**src/rtl/issue_scoreboard.sv**
```systemverilog
`default_nettype none
// ============================================================================
// Module      : issue_scoreboard
// Description : Register busy-table scoreboard gating in-order issue from
//               decode to execute. It detects RAW/WAW hazards, stalls decode
//               and counts stall cycles. The optional macro
//               SCOREBOARD_BYPASS_EN lets a same-cycle writeback unblock
//               dependent sources.
// Revision    : 1.0 - initial release
// ============================================================================
module issue_scoreboard (
    input  logic        clk,
    input  logic        rst,
    input  logic        i_IDSUE_valid,
    input  logic [6:0]  i_IDSUE_opcode,
    input  logic [4:0]  i_IDSUE_rs1,
    input  logic [4:0]  i_IDSUE_rs2,
    input  logic [4:0]  i_IDSUE_rd,
    output logic        o_IDSUE_stall,
    output logic        o_SUEEX_valid,
    input  logic        i_SUEEX_ready,
    input  logic        i_WB_valid,
    input  logic [4:0]  i_WB_rd,
    input  logic        i_flush,
    output logic [15:0] o_stall_cnt
);

    localparam logic [6:0] c_OPC_LUI    = 7'b0110111;
    localparam logic [6:0] c_OPC_AUIPC  = 7'b0010111;
    localparam logic [6:0] c_OPC_JAL    = 7'b1101111;
    localparam logic [6:0] c_OPC_JALR   = 7'b1100111;
    localparam logic [6:0] c_OPC_BRANCH = 7'b1100011;
    localparam logic [6:0] c_OPC_LOAD   = 7'b0000011;
    localparam logic [6:0] c_OPC_STORE  = 7'b0100011;
    localparam logic [6:0] c_OPC_OP_IMM = 7'b0010011;
    localparam logic [6:0] c_OPC_OP     = 7'b0110011;

    localparam logic [1:0] c_ST_RUN    = 2'd0;
    localparam logic [1:0] c_ST_HAZARD = 2'd1;
    localparam logic [1:0] c_ST_FLUSH  = 2'd2;

    localparam logic [15:0] c_CNT_MAX = 16'hFFFF;

    logic [31:0] r_busy;
    logic [1:0]  r_state;
    logic [15:0] r_stall_cnt;

    logic        w_use_rs1;
    logic        w_use_rs2;
    logic        w_writes_rd;
    logic        w_rd_wr;
    logic [31:0] w_wb_clr;
    logic [31:0] w_bypass;
    logic [31:0] w_src_tbl;
    logic [31:0] w_set;
    logic [31:0] w_busy_nxt;
    logic        w_hazard;
    logic        w_hazard_nxt;
    logic        w_issue;
    logic        w_taken;
    logic        w_stall;
    logic [1:0]  w_state_nxt;

    // Unknown opcodes fall through as no-source/no-dest so they never block.
    always_comb begin
        w_use_rs1   = 1'b0;
        w_use_rs2   = 1'b0;
        w_writes_rd = 1'b0;
        case (i_IDSUE_opcode)
            c_OPC_LUI, c_OPC_AUIPC, c_OPC_JAL: begin
                w_writes_rd = 1'b1;
            end
            c_OPC_OP_IMM, c_OPC_JALR, c_OPC_LOAD: begin
                w_use_rs1   = 1'b1;
                w_writes_rd = 1'b1;
            end
            c_OPC_OP: begin
                w_use_rs1   = 1'b1;
                w_use_rs2   = 1'b1;
                w_writes_rd = 1'b1;
            end
            c_OPC_BRANCH, c_OPC_STORE: begin
                w_use_rs1   = 1'b1;
                w_use_rs2   = 1'b1;
            end
            default: begin
                w_use_rs1   = 1'b0;
                w_use_rs2   = 1'b0;
                w_writes_rd = 1'b0;
            end
        endcase
    end

    assign w_rd_wr  = w_writes_rd && (i_IDSUE_rd != 5'd0);
    assign w_wb_clr = i_WB_valid ? (32'd1 << i_WB_rd) : 32'd0;

`ifdef SCOREBOARD_BYPASS_EN
    assign w_bypass = w_wb_clr;
`else
    assign w_bypass = 32'd0;
`endif

    // Bypass only relaxes source reads; WAW still uses the registered table.
    assign w_src_tbl = r_busy & ~w_bypass;

    assign w_hazard = (w_use_rs1 && w_src_tbl[i_IDSUE_rs1]) ||
                      (w_use_rs2 && w_src_tbl[i_IDSUE_rs2]) ||
                      (w_rd_wr   && r_busy[i_IDSUE_rd]);

    assign w_issue = !rst && (r_state == c_ST_RUN) && i_IDSUE_valid &&
                     !w_hazard && !i_flush;
    assign w_taken = w_issue && i_SUEEX_ready;
    assign w_stall = !rst && i_IDSUE_valid && !w_taken && !i_flush;

    assign w_set      = (w_taken && w_rd_wr) ? (32'd1 << i_IDSUE_rd) : 32'd0;
    assign w_busy_nxt = ((r_busy & ~w_wb_clr) | w_set) & ~32'd1;

    // Hazard seen against next cycle's table, so RUN is re-entered exactly
    // when the held instruction becomes issuable.
    assign w_hazard_nxt = (w_use_rs1 && w_busy_nxt[i_IDSUE_rs1]) ||
                          (w_use_rs2 && w_busy_nxt[i_IDSUE_rs2]) ||
                          (w_rd_wr   && w_busy_nxt[i_IDSUE_rd]);

    always_comb begin
        w_state_nxt = r_state;
        if (i_flush) begin
            w_state_nxt = c_ST_FLUSH;
        end else begin
            case (r_state)
                c_ST_RUN: begin
                    if (i_IDSUE_valid && !w_taken && w_hazard_nxt)
                        w_state_nxt = c_ST_HAZARD;
                end
                c_ST_HAZARD: begin
                    if (!(i_IDSUE_valid && w_hazard_nxt))
                        w_state_nxt = c_ST_RUN;
                end
                c_ST_FLUSH: begin
                    w_state_nxt = c_ST_RUN;
                end
                default: begin
                    w_state_nxt = c_ST_RUN;
                end
            endcase
        end
    end

    always_ff @(posedge clk) begin
        if (rst) begin
            r_busy      <= 32'd0;
            r_state     <= c_ST_RUN;
            r_stall_cnt <= 16'd0;
        end else begin
            r_busy  <= w_busy_nxt;
            r_state <= w_state_nxt;
            if (w_stall && (r_stall_cnt != c_CNT_MAX))
                r_stall_cnt <= r_stall_cnt + 16'd1;
        end
    end

    assign o_SUEEX_valid = w_issue;
    assign o_IDSUE_stall = w_stall;
    assign o_stall_cnt   = r_stall_cnt;

endmodule
`default_nettype wire

```
**config.mk**
```make
export PLATFORM = sky130hd
export DESIGN_NAME = issue_scoreboard
export DESIGN_NICKNAME = d
export VERILOG_FILES = /design/src/rtl/issue_scoreboard.sv
export SDC_FILE = /design/constraint.sdc
export NUM_CORES = 1
export LEC_CHECK = 0
export ABC_AREA = 1
export CORE_AREA = 8 8 116 118
export CTS_CLUSTER_DIAMETER = 100
export DETAILED_ROUTE_END_ITERATION = 7
export DIE_AREA = 0 0 124 126
export REMOVE_ABC_BUFFERS = 1
export SLEW_MARGIN = 20
export SYNTH_ARGS = -nofsm -noshare
export SYNTH_HDL_FRONTEND = slang
export SYNTH_SLANG_ARGS = --single-unit
```
**constraint.sdc**
```tcl
create_clock -name clk -period 4.14 [get_ports clk]
set_clock_uncertainty 0.15 [all_clocks]
set_input_delay 1.035 -clock clk [delete_from_list [all_inputs] [get_ports clk]]
set_output_delay 1.035 -clock clk [all_outputs]
set_load 0.03 [all_outputs]
```
# ---- Yosys cells after proc, flatten, opt, wreduce, memory -nomap -nowiden
# Cells that the tools add are included.
dict set report word_totals {
  out_inout_bits 18
  wordCells 86
  inputBits 33
  reg_bits 50
}
dict set report classes {
  reduce_logical 36
  eq_ne 15
  shifts 2
  muxes 21
  order_cmp 3
  n_bitwise 3
  add_sub_neg 1
}
# operator count
set op_table {}
lappend op_table {{32-bit 2-to-1 mux} 2}
lappend op_table {{1-bit by 5-bit left shift with 32-bit output, first input constant} 2}
lappend op_table {{32-bit AND} 1}
lappend op_table {{32-bit NOT} 1}
lappend op_table {{32-bit bitwise OR} 1}
lappend op_table {{1-bit binary-select mux with 5-bit select} 6}
lappend op_table {{7-bit by 6-bit == test with 1-bit output, second input constant} 3}
lappend op_table {{7-bit == test, second input constant} 3}
lappend op_table {{1-bit logical AND} 20}
lappend op_table {{5-bit by 6-bit < comparator with 1-bit output, second input constant} 3}
lappend op_table {{16-bit by 1-bit adder with 16-bit output, second input constant} 1}
lappend op_table {{16-bit != test, second input constant} 1}
lappend op_table {{7-bit by 5-bit == test with 1-bit output, second input constant} 2}
lappend op_table {{1-bit 2-to-1 mux} 9}
lappend op_table {{7-bit by 2-bit == test with 1-bit output, second input constant} 1}
lappend op_table {{7-bit OR reduction} 1}
lappend op_table {{2-bit 2-to-1 mux} 3}
lappend op_table {{6-bit OR reduction} 1}
lappend op_table {{5-bit nonzero test} 1}
lappend op_table {{1-bit zero test} 4}
lappend op_table {{1-bit logical OR} 4}
lappend op_table {{2-bit one-hot mux with 2 select lines} 1}
lappend op_table {{2-bit AND reduction} 2}
lappend op_table {{3-bit by 2-bit != test with 1-bit output, second input constant} 1}
lappend op_table {{other kinds (7)} 7}

# ---- Logic depth before layout (Yosys ltp)
dict set report depth {
  depth_word 22
  mapped_depth 28
  ltp_nobuf 26
}

# ---- Worst setup path before layout
# Ideal clock, no wire load.
dict set report synth_timing {
  path_kind {input to output}
  startpoint {in i_IDSUE_rd[1]}
  endpoint {out o_SUEEX_valid}
  t_arrival_ns 2.245
  stages 13
  setup_slack_ns 0.710
  path_buffers 2
  required_time_ns 2.955
  cell_sequence {buf_4 -> nor2_1 -> nor2_1 -> nand3_1 -> nand2_1 -> inv_1 -> nand2_1 -> nand2_1 -> nand2_1 -> nand3_2 -> nand2_4 -> nor2_8 -> buf_4}
}
dict set report synth_via {
  elab_chain_cells 7
  elab_cells_between_ends 9
  classes_between {mux (2); reduce/logical (7)}
}
# item line_no
set synth_lines {}
lappend synth_lines {{start, declared} 18} ;# input logic [4:0] i_IDSUE_rd,
lappend synth_lines {{1-bit binary-select mux with 5-bit select or 5-bit nonzero test (tied branches)} {108, 94}}
lappend synth_lines {{1-bit 2-to-1 mux (implied by the code) or 1-bit logical AND (tied branches)} {108, 94}}
lappend synth_lines {{1-bit logical AND *} 108} ;# (w_rd_wr && r_busy[i_IDSUE_rd]);
lappend synth_lines {{1-bit logical OR *} 107} ;# (w_use_rs2 && w_src_tbl[i_IDSUE_rs2]) ||
lappend synth_lines {{1-bit zero test *} 111} ;# !w_hazard && !i_flush;
lappend synth_lines {{1-bit logical AND *} 110} ;# assign w_issue = !rst && (r_state == c_ST_RUN) && i_IDSUE_valid &&
lappend synth_lines {{1-bit logical AND *} 111}
lappend synth_lines {{end, declared} 20} ;# output logic o_SUEEX_valid,
# Mark *: on every way between the ends. The rest lies on a longest branch, timed or not. The select of a mux whose other input is x is not followed.

# ---- Worst setup path after layout
dict set report layout_timing {
  startpoint {in i_IDSUE_opcode[4]}
  endpoint {out o_IDSUE_stall}
}
dict set report layout_via {
  elab_chain_cells 13
  elab_cells_between_ends 28
  classes_between {eq/ne (9); mux (3); reduce/logical (16)}
}
# item line_no
set layout_lines {}
lappend layout_lines {{start, declared} 15} ;# input logic [6:0] i_IDSUE_opcode,
lappend layout_lines {{7-bit by 6-bit == test with 1-bit output (tied with other cells)} 69} ;# case (i_IDSUE_opcode)
lappend layout_lines {{7-bit OR reduction (no source line) (tied with other cells)} n/a}
lappend layout_lines {{1-bit 2-to-1 mux} 69}
lappend layout_lines {{1-bit logical AND (on tied branches)} {94, 106, 107}}
lappend layout_lines {{1-bit logical AND or 1-bit logical OR (tied branches)} {108, 106}}
lappend layout_lines {{1-bit logical OR *} 107}
lappend layout_lines {{1-bit zero test *} 111}
lappend layout_lines {{1-bit logical AND *} 110}
lappend layout_lines {{1-bit logical AND *} 111}
lappend layout_lines {{1-bit logical AND *} 112} ;# assign w_taken = w_issue && i_SUEEX_ready;
lappend layout_lines {{1-bit zero test *} 113} ;# assign w_stall = !rst && i_IDSUE_valid && !w_taken && !i_flush;
lappend layout_lines {{1-bit logical AND * (2 in a row)} 113}
lappend layout_lines {{end, declared} 19} ;# output logic o_IDSUE_stall,
# Mark *: on every way between the ends. The rest lies on a longest branch, timed or not.

==> flow_metrics.env <==
export IMPL_vdd_drop_max_uv=152
export IMPL_drc=0
export IMPL_final_setup_viol_count=0
export IMPL_syn_to_final_growth_pct=34.2
export IMPL_first_pass_iters=8
export IMPL_final_common_cell="nand2_1"
export IMPL_vias=6469
export IMPL_hold_path_depth=1
export IMPL_antenna_found_initial=0
export IMPL_arrival_ns=2.87
export IMPL_cts_buffers=5
export IMPL_yosys_top_cells_area="nand2_1 21%, dfxtp_1 21%, nand3_1 16%"
export IMPL_avgViaCountPerCell=5.79
export IMPL_placedCellCount=1099
export IMPL_path_max_fanout=3
export IMPL_final_nets=1004
export IMPL_min_period_ns=4.05
export IMPL_synth_cells=850
export IMPL_worstMarginPinSlew_ns=0.549
export IMPL_r2r_start="r_busy[14]$_SDFF_PP0_"
export IMPL_layout_common_cells="259 x nand2_1, 145 x nand3_1, 100 x buf_4"
export IMPL_reg2reg_slack_ns=1.10
export IMPL_hpwl_um=17100
export IMPL_criticalPathCategory="in -> out"
export IMPL_maxSlewViolCount=0
export IMPL_worst_slack_ns=0.0876
export IMPL_fp_dieH_um=126
export IMPL_max_cap_violations=0
export IMPL_synth_area_per_cell_um2=5.47
export IMPL_cts_tree="done"
export IMPL_ys_warn_count=0
export IMPL_synth_top_family_by_area="simple AND/OR/NAND/NOR gates"
export IMPL_hold_viol=0
export IMPL_synth_seq_cells=49
export IMPL_portBuffers=50
export IMPL_cts_max_level=2
export IMPL_grt_pass1_wl_um=33900
export IMPL_antenna_left=0
export IMPL_synthSimpleGateAreaFrac_pct=54.9
export IMPL_dpl_worst_slack_ns=-0.134
export IMPL_status="finished, final reports clean"
export IMPL_synth_adder_area_share_pct=0.269
export IMPL_synth_cell_type_count=38
export IMPL_critical_path_top_delay_family="buffers and inverters"
export IMPL_grt_usage_pct=28.2
export IMPL_start_util_pct=39.7
export IMPL_hold_end="o_stall_cnt[6]$_SDFFE_PP0P_"
export IMPL_finish_utilization_pct=53.3
export IMPL_post_layout_nonfiller_instances=1118
export IMPL_synth_mux_area_share_pct=0
export IMPL_r2r_end="o_stall_cnt[15]$_SDFFE_PP0P_"
export IMPL_cts_buffer_depth=2
export IMPL_power_density_mw_per_mm2=206
export IMPL_cp_slowest_cell="clkdlybuf4s50_1"
export IMPL_critPathMaxStageDelay_ns=0.42
export IMPL_yosys_area_top_type="nand2_1"
export IMPL_syn_area_mm2=0.00465
export IMPL_min_path_type="reg -> reg"
export IMPL_grt_max_degree=39
export IMPL_leakage_nw=2.82
export IMPL_crit_required_ns=2.95
export IMPL_synth_compound_area_share_pct=11.9
export IMPL_clk_pin_slew_ns=0.08
export IMPL_ff2ff_path_depth=21
export IMPL_cp_start_kind="input pin"
export IMPL_max_freq_mhz=247
export IMPL_overflow=0
export IMPL_grt_pass1_vias=6195
export IMPL_ios=51
export IMPL_slew_headroom_pct=63.3
export IMPL_die_x_um=124
export IMPL_min_from="o_stall_cnt[6]$_SDFFE_PP0P_"
export IMPL_critPathBufInv=4
export IMPL_rows=40
export IMPL_clk_latency_ns=0.31
export IMPL_gp_congestion=1.03
export IMPL_design_die_area_mm2=0.0156
export IMPL_synthXorXnorAreaFrac_pct=0
export IMPL_crit_path_cell_trace="clkdlybuf4s50_1, inv_1, nand2_1, nor2_1, o21ai_0, buf_4, a22oi_2, nand3_2, nand2_4, nor2_8, a21oi_4, buf_6"
export IMPL_n_antenna_cell=0
export IMPL_core_region_area_mm2=0.0117
export IMPL_totalWireLength_um=22300
export IMPL_setup_worst_path_end_class="output pin"
export IMPL_avgRoutedWirePerCell_um=20.0
export IMPL_synth_top_cell_area_share_pct=21.2
export IMPL_timing_final_crit_share_pct=97.9
export IMPL_rsz0062_at_grt="false"
export IMPL_ys_seq_area_share_pct=21.1
export IMPL_clock_sinks=49
export IMPL_drt_iter0_markers=769
export IMPL_drive_gt1_share_pct=16.2
export IMPL_root_buffer="clkbuf_16"
export IMPL_ctsHoldBuffers=0
export IMPL_setup_worst_path_start="i_IDSUE_opcode[4]"
export IMPL_fillerInstances=1262
export IMPL_cp_depth=12
## metal layers
layer	share of wire [%]	global-route usage, %	wire [µm]	up-vias
met5	0	0	0	-
met4	7.2	19.0	1600	0
met3	8.4	4.92	1880	95
met2	47	46.2	10400	404
met1	38	32.5	8410	2922
li1	-	-	-	3048
## cell families after synthesis
logic type / after synthesis
DFF: 49
and+or+nand+nor: 569
buffers and inverters: 130
AOI/OAI and AO/OA: 101
adders and majority gates: 1
## stage by stage
step	cell area [µm²]	power [W]	setup TNS, ns	hold slack (ns)
after floorplan	4410	0.000620	0	0.326
after global placement	5920	0.000807	-0.412	0.317
after detailed placement	5920	0.000808	-0.428	0.329
after CTS	6140	0.00128	0	0.349
after global routing	6240	0.00133	0	0.373
final	6240	0.00129	0	0.348
## what timing repair did
item                                   CTS  global route
setup buffers                            3             7
gates cloned                             1             1
setup endpoints to repair                2             3
resized for setup                        8            15
pin swaps                                1             6
endpoints found under the hold margin    0             0
## state kept, by name, indices dropped and copies added, names as in the netlist
register     count
r_busy          31
r_state          2
o_stall_cnt     16
## cell type report
cell class | count | area [µm²] | area share [%]
multi-input cells | 671 | 3140 | 50.4
repair buffers | 160 | 1440 | 23.1
clock inverters | 1 | 8.76 | 0.140
well taps | 147 | 184 | 2.95
clock buffers | 7 | 153 | 2.45
inverters | 82 | 320 | 5.13
flip-flops and latches | 49 | 981 | 15.7
repair inverters | 1 | 7.51 | 0.120
## worst reg2reg max path, delay by kind of cell, from the launching register on
kind,cells,cell delay [ns]
AND/OR/NAND/NOR,16,1.62
buffers and inverters,3,0.35
flip-flops,1,0.45
AO/OA/AOI/OAI,2,0.35
## worst max-delay path by stage
stage,to
6_report,o_IDSUE_stall
5_1_grt,o_IDSUE_stall
4_1_cts,o_SUEEX_valid
3_5_place_dp,r_state[0]$_SDFFE_PP0P_
3_3_place_gp,r_state[0]$_SDFFE_PP0P_
2_1_floorplan,o_stall_cnt[15]$_SDFFE_PP0P_
## cell usage after synthesis
master / instances
inv_4: 2
o31ai_1: 1
nor2_8: 1
a21oi_1: 33
a211oi_1: 2
o21ai_0: 51
ha_1: 1
a22oi_2: 1
o21a_1: 2
nor3_4: 1
nor4_2: 1
dfxtp_1: 49
nand3b_1: 1
nand4_1: 38
clkbuf_1: 23
nand2_2: 3
a31oi_1: 2
clkinv_1: 3
o211ai_1: 4
nand2_1: 263
o211a_1: 1
inv_2: 7
nor4_1: 2
nor3_1: 21
nor2_1: 83
nand3_1: 146
buf_2: 14
o21ai_1: 3
nand2_4: 4
buf_4: 6
buf_6: 2
nor2_2: 1
nand3_2: 2
nor2_4: 1
buf_1: 3
nor3_2: 1
inv_1: 70
a21oi_4: 1
## report_power, final
group	switching (W)	internal, W	leakage (nW)
sequential	0.00000116	0.000472	0.395
combinational	0.000208	0.000137	2.34
clock	0.000209	0.000260	0.0805
No activity file was read; power rests on OpenSTA's default activity.
